[src/rtl/sha2_msg_padder.sv]
// SHA-2 message padder: packs a byte stream into 16-word blocks, appends the
// 0x80 marker, zero fill and the big-endian message bit length.
`timescale 1ns/1ps
module sha2_msg_padder #(
    parameter int WORDSIZE = 32
) (
    input  logic                    clk,
    input  logic                    srst,
    input  logic [7:0]              i_in_data,
    input  logic                    i_in_valid,
    input  logic                    i_in_last,
    output logic                    o_in_ready,
    output logic [WORDSIZE*16-1:0]  o_m,
    output logic                    o_m_valid,
    input  logic                    i_m_ready,
    output logic                    o_m_first,
    output logic                    o_m_last
);
    localparam int BB = 2 * WORDSIZE;
    localparam int LB = WORDSIZE / 4;
    localparam int IW = $clog2(BB);
    localparam int LW = 2 * WORDSIZE;

    typedef enum logic [1:0] {ST_ABSORB, ST_PAD, ST_LEN, ST_EMIT} state_t;

    state_t          r_state, w_state_next;
    state_t          r_ret, w_ret_next;
    logic [BB*8-1:0] r_buf, w_buf_next;
    logic [IW-1:0]   r_idx;
    logic [LW-1:0]   r_len;
    logic            r_final;
    logic            r_first;
    logic            w_accept;
    logic            w_idx_last;
    logic            w_len_fits;

    assign w_accept   = (r_state == ST_ABSORB) && i_in_valid;
    assign w_idx_last = (r_idx == IW'(BB - 1));
    assign w_len_fits = (r_idx <= IW'(BB - LB - 1));

    always_ff @(posedge clk) begin
        if (srst) begin
            r_state <= ST_ABSORB;
            r_ret   <= ST_ABSORB;
        end else begin
            r_state <= w_state_next;
            r_ret   <= w_ret_next;
        end
    end

    always_comb begin
        w_state_next = r_state;
        w_ret_next   = r_ret;
        unique case (r_state)
            ST_ABSORB: begin
                if (w_accept) begin
                    if (w_idx_last) begin
                        w_state_next = ST_EMIT;
                        w_ret_next   = i_in_last ? ST_PAD : ST_ABSORB;
                    end else if (i_in_last) begin
                        w_state_next = ST_PAD;
                    end
                end
            end
            ST_PAD: begin
                w_state_next = ST_EMIT;
                w_ret_next   = w_len_fits ? ST_ABSORB : ST_LEN;
            end
            ST_LEN: begin
                w_state_next = ST_EMIT;
                w_ret_next   = ST_ABSORB;
            end
            ST_EMIT: begin
                if (i_m_ready) w_state_next = r_ret;
            end
            default: w_state_next = ST_ABSORB;
        endcase
    end

    // Byte gi sits at o_m[(BB-gi)*8-1 -: 8]; the length field is the low LW bits.
    for (genvar gi = 0; gi < BB; gi++) begin : g_byte
        localparam int HI = (BB - gi) * 8 - 1;
        logic [7:0] w_len_byte;
        logic [7:0] w_byte;

        if (gi >= BB - LB) begin : g_len
            assign w_len_byte = r_len[(BB-1-gi)*8 +: 8];
        end else begin : g_data
            assign w_len_byte = 8'h00;
        end

        always_comb begin
            w_byte = r_buf[HI -: 8];
            case (r_state)
                ST_ABSORB: if (w_accept && (r_idx == IW'(gi))) w_byte = i_in_data;
                ST_PAD: begin
                    if (r_idx == IW'(gi))
                        w_byte = 8'h80;
                    else if (IW'(gi) > r_idx)
                        w_byte = w_len_fits ? w_len_byte : 8'h00;
                end
                ST_LEN:  w_byte = w_len_byte;
                default: w_byte = r_buf[HI -: 8];
            endcase
        end

        assign w_buf_next[HI -: 8] = w_byte;
    end

    always_ff @(posedge clk) begin
        if (srst) begin
            r_buf   <= '0;
            r_idx   <= '0;
            r_len   <= '0;
            r_final <= 1'b0;
            r_first <= 1'b1;
        end else begin
            r_buf <= w_buf_next;
            case (r_state)
                ST_ABSORB: begin
                    if (w_accept) begin
                        r_idx <= r_idx + IW'(1);
                        r_len <= r_len + LW'(8);
                    end
                end
                ST_PAD: if (w_len_fits) r_final <= 1'b1;
                ST_LEN: r_final <= 1'b1;
                ST_EMIT: begin
                    if (i_m_ready) begin
                        r_idx   <= '0;
                        r_first <= r_final;
                        if (r_final) begin
                            r_len   <= '0;
                            r_final <= 1'b0;
                        end
                    end
                end
                default: r_idx <= r_idx;
            endcase
        end
    end

    assign o_in_ready = (r_state == ST_ABSORB) && !srst;
    assign o_m        = r_buf;
    assign o_m_valid  = (r_state == ST_EMIT);
    assign o_m_first  = (r_state == ST_EMIT) && r_first;
    assign o_m_last   = (r_state == ST_EMIT) && r_final;
endmodule
[config.mk]
export PLATFORM = sky130hd
export DESIGN_NAME = sha2_msg_padder
export DESIGN_NICKNAME = d
export VERILOG_FILES = /design/src/rtl/sha2_msg_padder.sv
export SDC_FILE = /design/constraint.sdc
export NUM_CORES = 1
export LEC_CHECK = 0
export BUFFER_PORTS_ARGS = -buffer_cell sky130_fd_sc_hd__buf_2
export CORE_ASPECT_RATIO = 1.2
export CORE_MARGIN = 2
export CORE_UTILIZATION = 49
export CTS_CLUSTER_SIZE = 24
export DETAILED_ROUTE_END_ITERATION = 10
export PLACE_DENSITY = 0.73
export SYNTH_ARGS = -nofsm -noshare
export SYNTH_HDL_FRONTEND = slang
export SYNTH_SLANG_ARGS = --single-unit
[constraint.sdc]
create_clock -name clk -period 2.85 [get_ports clk]
set_clock_uncertainty 0.2 [all_clocks]
set_input_delay 0.57 -clock clk [delete_from_list [all_inputs] [get_ports clk]]
set_output_delay 0.57 -clock clk [all_outputs]
set_load 0.1 [all_outputs]
======== After elaboration in Yosys (flattened, before gate mapping) ========
Cells that the tools add are included.
operators by class
  add/sub/neg operators ................... 2
  $lt $le $gt $ge ......................... 65
  equality and inequality tests ........... 200
  mux-type cells .......................... 284
  reductions and logical operators ........ 145
operators by type and width
  cell                   number
  $mux 8                 200
  $pmux 8 s3             64
  $reduce_and 3->1       68
  $ne 3x3->1 const B     65
  $eq 6x6->1 const B     32
  $gt 6x6->1 const A     32
  $mux 64                3
  $ne 2x1->1 const B     66
  $pmux 64 s2            1
  $eq 6x5->1 const B     16
  $gt 5x6->1 const A     16
  $logic_and 1x1->1      68
  $add 64x4->64 const B  1
  $eq 6x4->1 const B     8
  $gt 4x6->1 const A     8
  $eq 6x3->1 const B     4
  $gt 3x6->1 const A     4
  $mux 2                 7
  $eq 6x2->1 const B     2
  $gt 1x6->1 const A     2
  $gt 2x6->1 const A     2
  $mux 6                 2
  $pmux 2 s3             2
  $pmux 6 s2             1
  other kinds (16)       22
storage, ports and cells
  bits in registers ....................... 588
  bits of input ports ..................... 13
  output and inout bits ................... 516
  word-level logic and storage cells ...... 766

======== Longest topological paths before layout ========
Gate-level depths: netlist of run 1.
  depth after elaboration ................. 5
  mapped depth ............................ 11
  mapped depth without buffers ............ 7

======== Worst setup path before layout of run 1 ========
Ideal clock, no wire load.
  path kind ............................... reg2out
  start ................................... register r_state[1]
  end ..................................... output port o_m_last
  arrival ................................. 2.849 ns
  required time ........................... 2.080 ns
  setup slack ............................. -0.769 ns
  cell stages (with the launch flop) ...... 5
  path buffers ............................ 1
  cell sequence ........................... dfxtp_1 ha_1 buf_2 inv_1 nor2_1
on the way
  cells in the longest elaborated chain, start to end .. 2
ends and longest elaborated chain
  item                    line  RTL
  from (decl)             26    state_t r_state, w_state_next;
  from (signal assigned)  46    r_state <= w_state_next;
  $eq 2x2->1              n/a
  via o_m_valid           14    output logic o_m_valid,
  $logic_and 1x1->1       147   assign o_m_last = (r_state == ST_EMIT) && r_final;
  to (decl)               17    output logic o_m_last
The timed path passes the listed nets, and every way through them passes these cells.

======== Worst setup path after layout of run 1 ========
  start ................................... register r_state[0]
  end ..................................... output port o_in_ready
on the way
  cells in the longest elaborated chain, start to end .. 2
ends and longest elaborated chain
  item               line  RTL
  $logic_not 2->1    143   assign o_in_ready = (r_state == ST_ABSORB) && !srst;
  $logic_and 1x1->1  143
  to (decl)          12    output logic o_in_ready,
No other way between the ends.

==> results.md, run 1 <==
* Status: completed
* Distinct cells, synth at 71
* Total CTS buffers at 56
* Die Ht at 244.7 µm
* Initial antenna violation count at 1
* Setup WS pre-CTS at 0.08185 ns
* Share of cells above drive strength 1 at 0.2780
* Area of the multi-input gates at 11130 µm²
* Critical path arrival at 2.01 ns
* Register area share after synthesis at 0.4952
* Core area at 47900 µm²
* PortBufs at 528
* Initial core utilization at 0.4937
* Vias per inst at 5.654
* Vias after detailed routing at 21140
* Post-route insts no fill at 3739
* Worst endpoint required time at 2.08 ns
* CP peak stage delay at 0.31 ns
* # clock sinks at 585
* I/O pins at 529
* Register Area at 11710 µm²
* Delay-heaviest family, CP: buffers and inverters
* Area growth syn-to-layout at 26.37%
* Clock Tree Buf Depth at 3
* RSZ-0062 raised after global routing: false
* First-pass GRT wire length at 122300 µm
* Crit end category: output pin
* Clock Latency Late Sink at 0.61 ns
* Most common cell after layout, fill and taps aside: dfxtp_1
* Async S/R FF share, synth at 0
* Synth Register Bits at 585
* Most frequent cells in the layout: dfxtp_1, nor2_1, buf_2
* Nets@finish at 3089
* Post-detailed-route wirelength per cell at 21.74 µm
* Final setup violation count at 0
* Max Clk Rate at 360.0 MHz
* Vias in the first global route at 20400
* Crit Path Max Fanout at 24
* Fill count at 4065
* Worst rel slew slack at 0.4124
* Largest net degree at the start of global routing at 125
* Worst slew pin tran at 0.8814 ns
* Row cnt at 88
* H-Tree Depth at 2
* Maximum capacitance violations at 0
* Crit-path slowest cell: dfxtp_1
* Mapped Avg Cell Area at 9.362 µm²
* Hold WC Path Type: input port to flip-flop
* Hpwl dp at 58010 µm
* First-pass DRT Iterations at 9
* CTS tree: built
* Critical path, cell by cell: inv_1 > ha_1 > buf_12 > clkinvlp_4 > nor2_4 > buf_12
* Clock Pin Slew Worst Setup and Hold Paths at 0.06 ns
* Die area at 50040 µm²
* RePlAce Congestion at 0.9751
* Gr usage total at 0.3148
* DRC violation total after the first TritonRoute iteration at 1483
* Die W at 204.5 µm
* Number of synthesized flops with an enable pin at 0
* Cells after DPL at 3637
* Final max-slew violation count at 0
* Setup TNS at 0 ns
* Mapped Nets at 2549
* Antenna viol nets, final at 0
* CP Buf/Inv Count at 4
* Critical path class: flip-flop to output pin
* Syn Inst Count at 2526
* Final Cycle Share at 0.9745
* Most frequent CP cell: buf_12
* Residual DRC count at 0
* Post-synthesis cell area at 23650 µm²
* Ys Warns at 0
* Clock Root Buffer: clkbuf_16
* Detailed Route WL at 81290 µm
* Startpoint types: flip-flop
* Min Tclk post-route at 2.777 ns
* Post-synth top flop: dfxtp_1
* Final hold violation count at 0
* Setup ws final at 0.07258 ns
* Total gr overflow at 0
-- worst paths after layout --
kind / cells after the start / startpoint / to / slack (ns)
max: 6 / r_state[0]$_SDFFE_PP0P_ / o_in_ready / 0.07
min: 3 / i_in_last / r_ret[0]$_SDFFE_PP0P_ / 0.08
max reg2reg: 8 / r_state[0]$_SDFFE_PP0P_ / r_len[40]$_SDFFE_PP0N_ / 0.12
min reg2reg: 2 / o_m[2]$_SDFFE_PP0P_ / o_m[2]$_SDFFE_PP0P_ / 0.25
-- what timing repair did --
item                       CTS  global route
gates resized for setup      2             7
pin swaps                    0             0
buffers inserted             1             0
hold buffers                 0             0
setup endpoints to repair    1            50
-- sequential cells by signal, summed over array words and instances (netlist names) --
| signal | count |
|---|---|
| r_final | 1 |
| r_len | 61 |
| r_ret | 2 |
| r_state | 2 |
| r_idx | 6 |
| o_m | 512 |
| r_first | 1 |
-- final cells by class --
class | count | area share
flip-flops and latches | 585 | 0.3920
multi-input cells | 1707 | 0.3724
repair buffers | 696 | 0.1422
clock buffers | 73 | 0.05276
well taps | 630 | 0.02638
clock inverters | 27 | 0.01164
inverters | 20 | 0.002638
diodes | 1 | 0.00008374
-- metal layers --
layer,share of wire,GRT usage,wire (µm),up-vias
li1,-,-,-,9884
met1,0.39,0.3720,31440,10130
met3,0.072,0.06731,5839,251
met2,0.48,0.5327,39130,880
met5,0,0,0,-
met4,0.060,0.1684,4891,0
-- cell usage after synthesis (5+ instances only) --
master / count / area, µm²
a31oi_1: 9 / 56.30
and3_1: 17 / 106.4
inv_1: 20 / 75.07
buf_2: 25 / 125.1
nor3_1: 20 / 100.1
and4_1: 6 / 52.55
or3_1: 24 / 150.1
clkbuf_1: 168 / 630.6
nand2b_1: 8 / 50.05
xnor2_1: 8 / 70.07
and2_1: 9 / 56.30
a22o_1: 7 / 61.31
o21ai_0: 39 / 195.2
xor2_1: 19 / 166.4
ha_1: 10 / 125.1
dfxtp_1: 585 / 11710
or4_1: 23 / 172.7
o21ai_1: 11 / 55.05
o31ai_1: 18 / 135.1
a211oi_1: 92 / 690.7
mux2i_1: 396 / 3964
a311oi_1: 15 / 131.4
nor2_1: 546 / 2049
nand4_1: 24 / 150.1
nor2b_1: 18 / 112.6
a21oi_2: 26 / 227.7
a21oi_1: 143 / 715.7
buf_1: 19 / 71.32
nor4_1: 5 / 31.28
o211ai_1: 6 / 45.04
a21o_1: 9 / 67.56
or2_2: 7 / 43.79
nand2_1: 63 / 236.5
nand3_1: 55 / 275.3
-- worst reg2reg max path, stage by stage, from the launching register on --
cell and delay (ns):
dfxtp_1 0.33, inv_1 0.09, ha_1 0.26, mux2_4 0.28
nand3_1 0.11, buf_4 0.17, or4_1 0.65, or3_1 0.40
a21oi_1 0.17
-- stage by stage --
step	utilization	area (µm²)	hold slack [ns]
after global placement	0.5830	27920	0.2393
after detailed placement	0.5830	27920	0.2453
after CTS	0.6235	29860	0.06321
final	0.6239	29880	0.08477
after global routing	0.6239	29880	0.09908
after floorplan	-	23670	0.2298
-- logic make-up after synthesis --
logic type               count (synthesis)  synth area share
adder cells (fa/ha/maj)                 10          0.005291
multiplexers                           397            0.1683
buffers and inverters                  234           0.03910
XOR/XNOR                                27           0.01000
AO/OA/AOI/OAI                          420            0.1190
AND/OR/NAND/NOR                        853            0.1631
flip-flops                             585            0.4952
Power of run 1 is left out: the tool's default activity adds up to more than one toggle a clock period on the data nets, which glitch-free logic cannot reach.
==> run 2, diff against run 1 <==
CAP_MARGIN = 20   (was not set)
GPL_TIMING_DRIVEN = 0   (was not set)
==> results.md, run 2 (synthesized netlist as in run 1, its figures left out) <==
* Status: completed
* Vias after detailed routing at 22540
* Area growth syn-to-layout at 30.08%
* PortBufs at 528
* Worst rel slew slack at 0.4346
* Most frequent cells in the layout: dfxtp_1, buf_2, nor2_1
* Antenna viol nets, final at 0
* DRC violation total after the first TritonRoute iteration at 1591
* Detailed Route WL at 96780 µm
* Initial antenna violation count at 1
* First-pass DRT Iterations at 6
* Final hold violation count at 0
* Clock Tree Buf Depth at 3
* CTS tree: built
* Post-route insts no fill at 3843
* Total gr overflow at 0
* Worst hold slack at 0.08710 ns
* Final max-slew violation count at 0
* Hold WC Path Type: input port to flip-flop
* I/O pins at 529
* Post-detailed-route wirelength per cell at 25.18 µm
* Hpwl dp at 70120 µm
* Hold endpoint: r_ret[0]$_SDFFE_PP0P_
* Worst endpoint required time at 3.15 ns
* Hold depth at 3
* H-Tree Depth at 2
* Cells after DPL at 3691
* Vias in the first global route at 21990
* Largest net degree at the start of global routing at 17
* Largest register FFs at 512
* Critical path class: flip-flop to flip-flop
* Min Tclk post-route at 2.818 ns
* Most common cell after layout, fill and taps aside: dfxtp_1
* # clock sinks at 585
* Worst slew pin tran at 0.8482 ns
* RePlAce Congestion at 1.001
* Vias per inst at 5.866
* Max Clk Rate at 354.9 MHz
* Clock Root Buffer: clkbuf_16
* Die W at 204.5 µm
* Die area at 50040 µm²
* Initial core utilization at 0.4937
* Row cnt at 88
* Share of cells above drive strength 1 at 0.2842
* Final setup violation count at 0
* First-pass GRT wire length at 139100 µm
* Clock Pin Slew Worst Setup and Hold Paths at 0.06 ns
* Maximum capacitance violations at 0
* Crit end category: flip-flop
* RSZ-0062 raised after global routing: true
* Crit Path Max Fanout at 10
* Startpoint types: flip-flop
* Critical path arrival at 3.11 ns
* Nets@finish at 3192
* Hold_sp: i_in_last
* Worst r2r path cells at 8
* Core area at 47900 µm²
* Die Ht at 244.7 µm
* Total CTS buffers at 56
* Residual DRC count at 0
* Gr usage total at 0.3699
* R2R Path End: o_m[147]$_SDFFE_PP0P_
* Final Cycle Share at 0.9887
* Reg2Reg Launch Point: r_state[1]$_SDFFE_PP0P_
* Reg2Reg Setup Slack at 0.03 ns
* Clock Latency Late Sink at 0.61 ns
* Hold Buf Count CTS at 0
* Fill count at 4033
[run 2: area by class of cell]
cell class	count	area, µm²	area share
inverter	20	78.83	0.002562
sequential	585	11720	0.3810
clock inverter	22	291.5	0.009477
antenna	1	2.502	0.00008135
buffer	199	973.4	0.03164
tap	630	788.3	0.02562
multi-input combinational	1723	11910	0.3873
timing repair buffer	584	3376	0.1097
clock buffer	79	1618	0.05259
[run 2: worst max path at each step]
stage | startpoint | slack, ns | to
finish | r_state[1]$_SDFFE_PP0P_ | 0.03 | o_m[147]$_SDFFE_PP0P_
global route | r_state[1]$_SDFFE_PP0P_ | -0.06 | o_m[38]$_SDFFE_PP0P_
CTS | r_idx[4]$_SDFFE_PP0P_ | -0.01 | o_m[22]$_SDFFE_PP0P_
detailed placement | srst | -1.19 | o_in_ready
global placement | r_idx[1]$_SDFFE_PP0P_ | -1.16 | o_m[476]$_SDFFE_PP0P_
floorplan | r_state[1]$_SDFFE_PP0P_ | 0.006 | r_len[50]$_SDFFE_PP0N_
[run 2: routing by layer]
| layer | up-vias | global-route usage | share of wire |
|---|---|---|---|
| li1 | 10140 | - | - |
| met1 | 10990 | 0.4278 | 0.38 |
| met2 | 1092 | 0.6194 | 0.48 |
| met3 | 328 | 0.07581 | 0.074 |
| met4 | 0 | 0.2402 | 0.072 |
| met5 | - | 0 | 0 |
[run 2: critical path, cell delays in order, from the launching register on]
cell	delay (ns)
dfxtp_4	0.37
inv_1	0.14
ha_2	0.41
nand2_1	0.26
o21ai_4	0.47
a31oi_4	0.27
nor2b_1	0.20
clkbuf_2	0.18
a22o_1	0.20
[run 2: timing repair]
action,in CTS,in global routing
resized for setup,186,92
setup endpoints to repair,560,362
buffers inserted,34,15
pin swaps,14,12
endpoints found under the hold margin,0,0
cloned,13,3
[run 2: stage by stage]
stage | TNS, ns | cell area, µm² | worst slack, ns | util
2_1_floorplan | 0 | 23670 | 0.006329 | -
3_5_place_dp | -345.50 | 27210 | -1.188 | 0.5682
5_1_grt | -0.5462 | 30760 | -0.06002 | 0.6423
6_report | 0 | 30760 | 0.03218 | 0.6423
4_1_cts | -0.05823 | 30360 | -0.01490 | 0.6339
3_3_place_gp | -337.83 | 27100 | -1.165 | 0.5658
Power of run 2 is left out for the same reason.
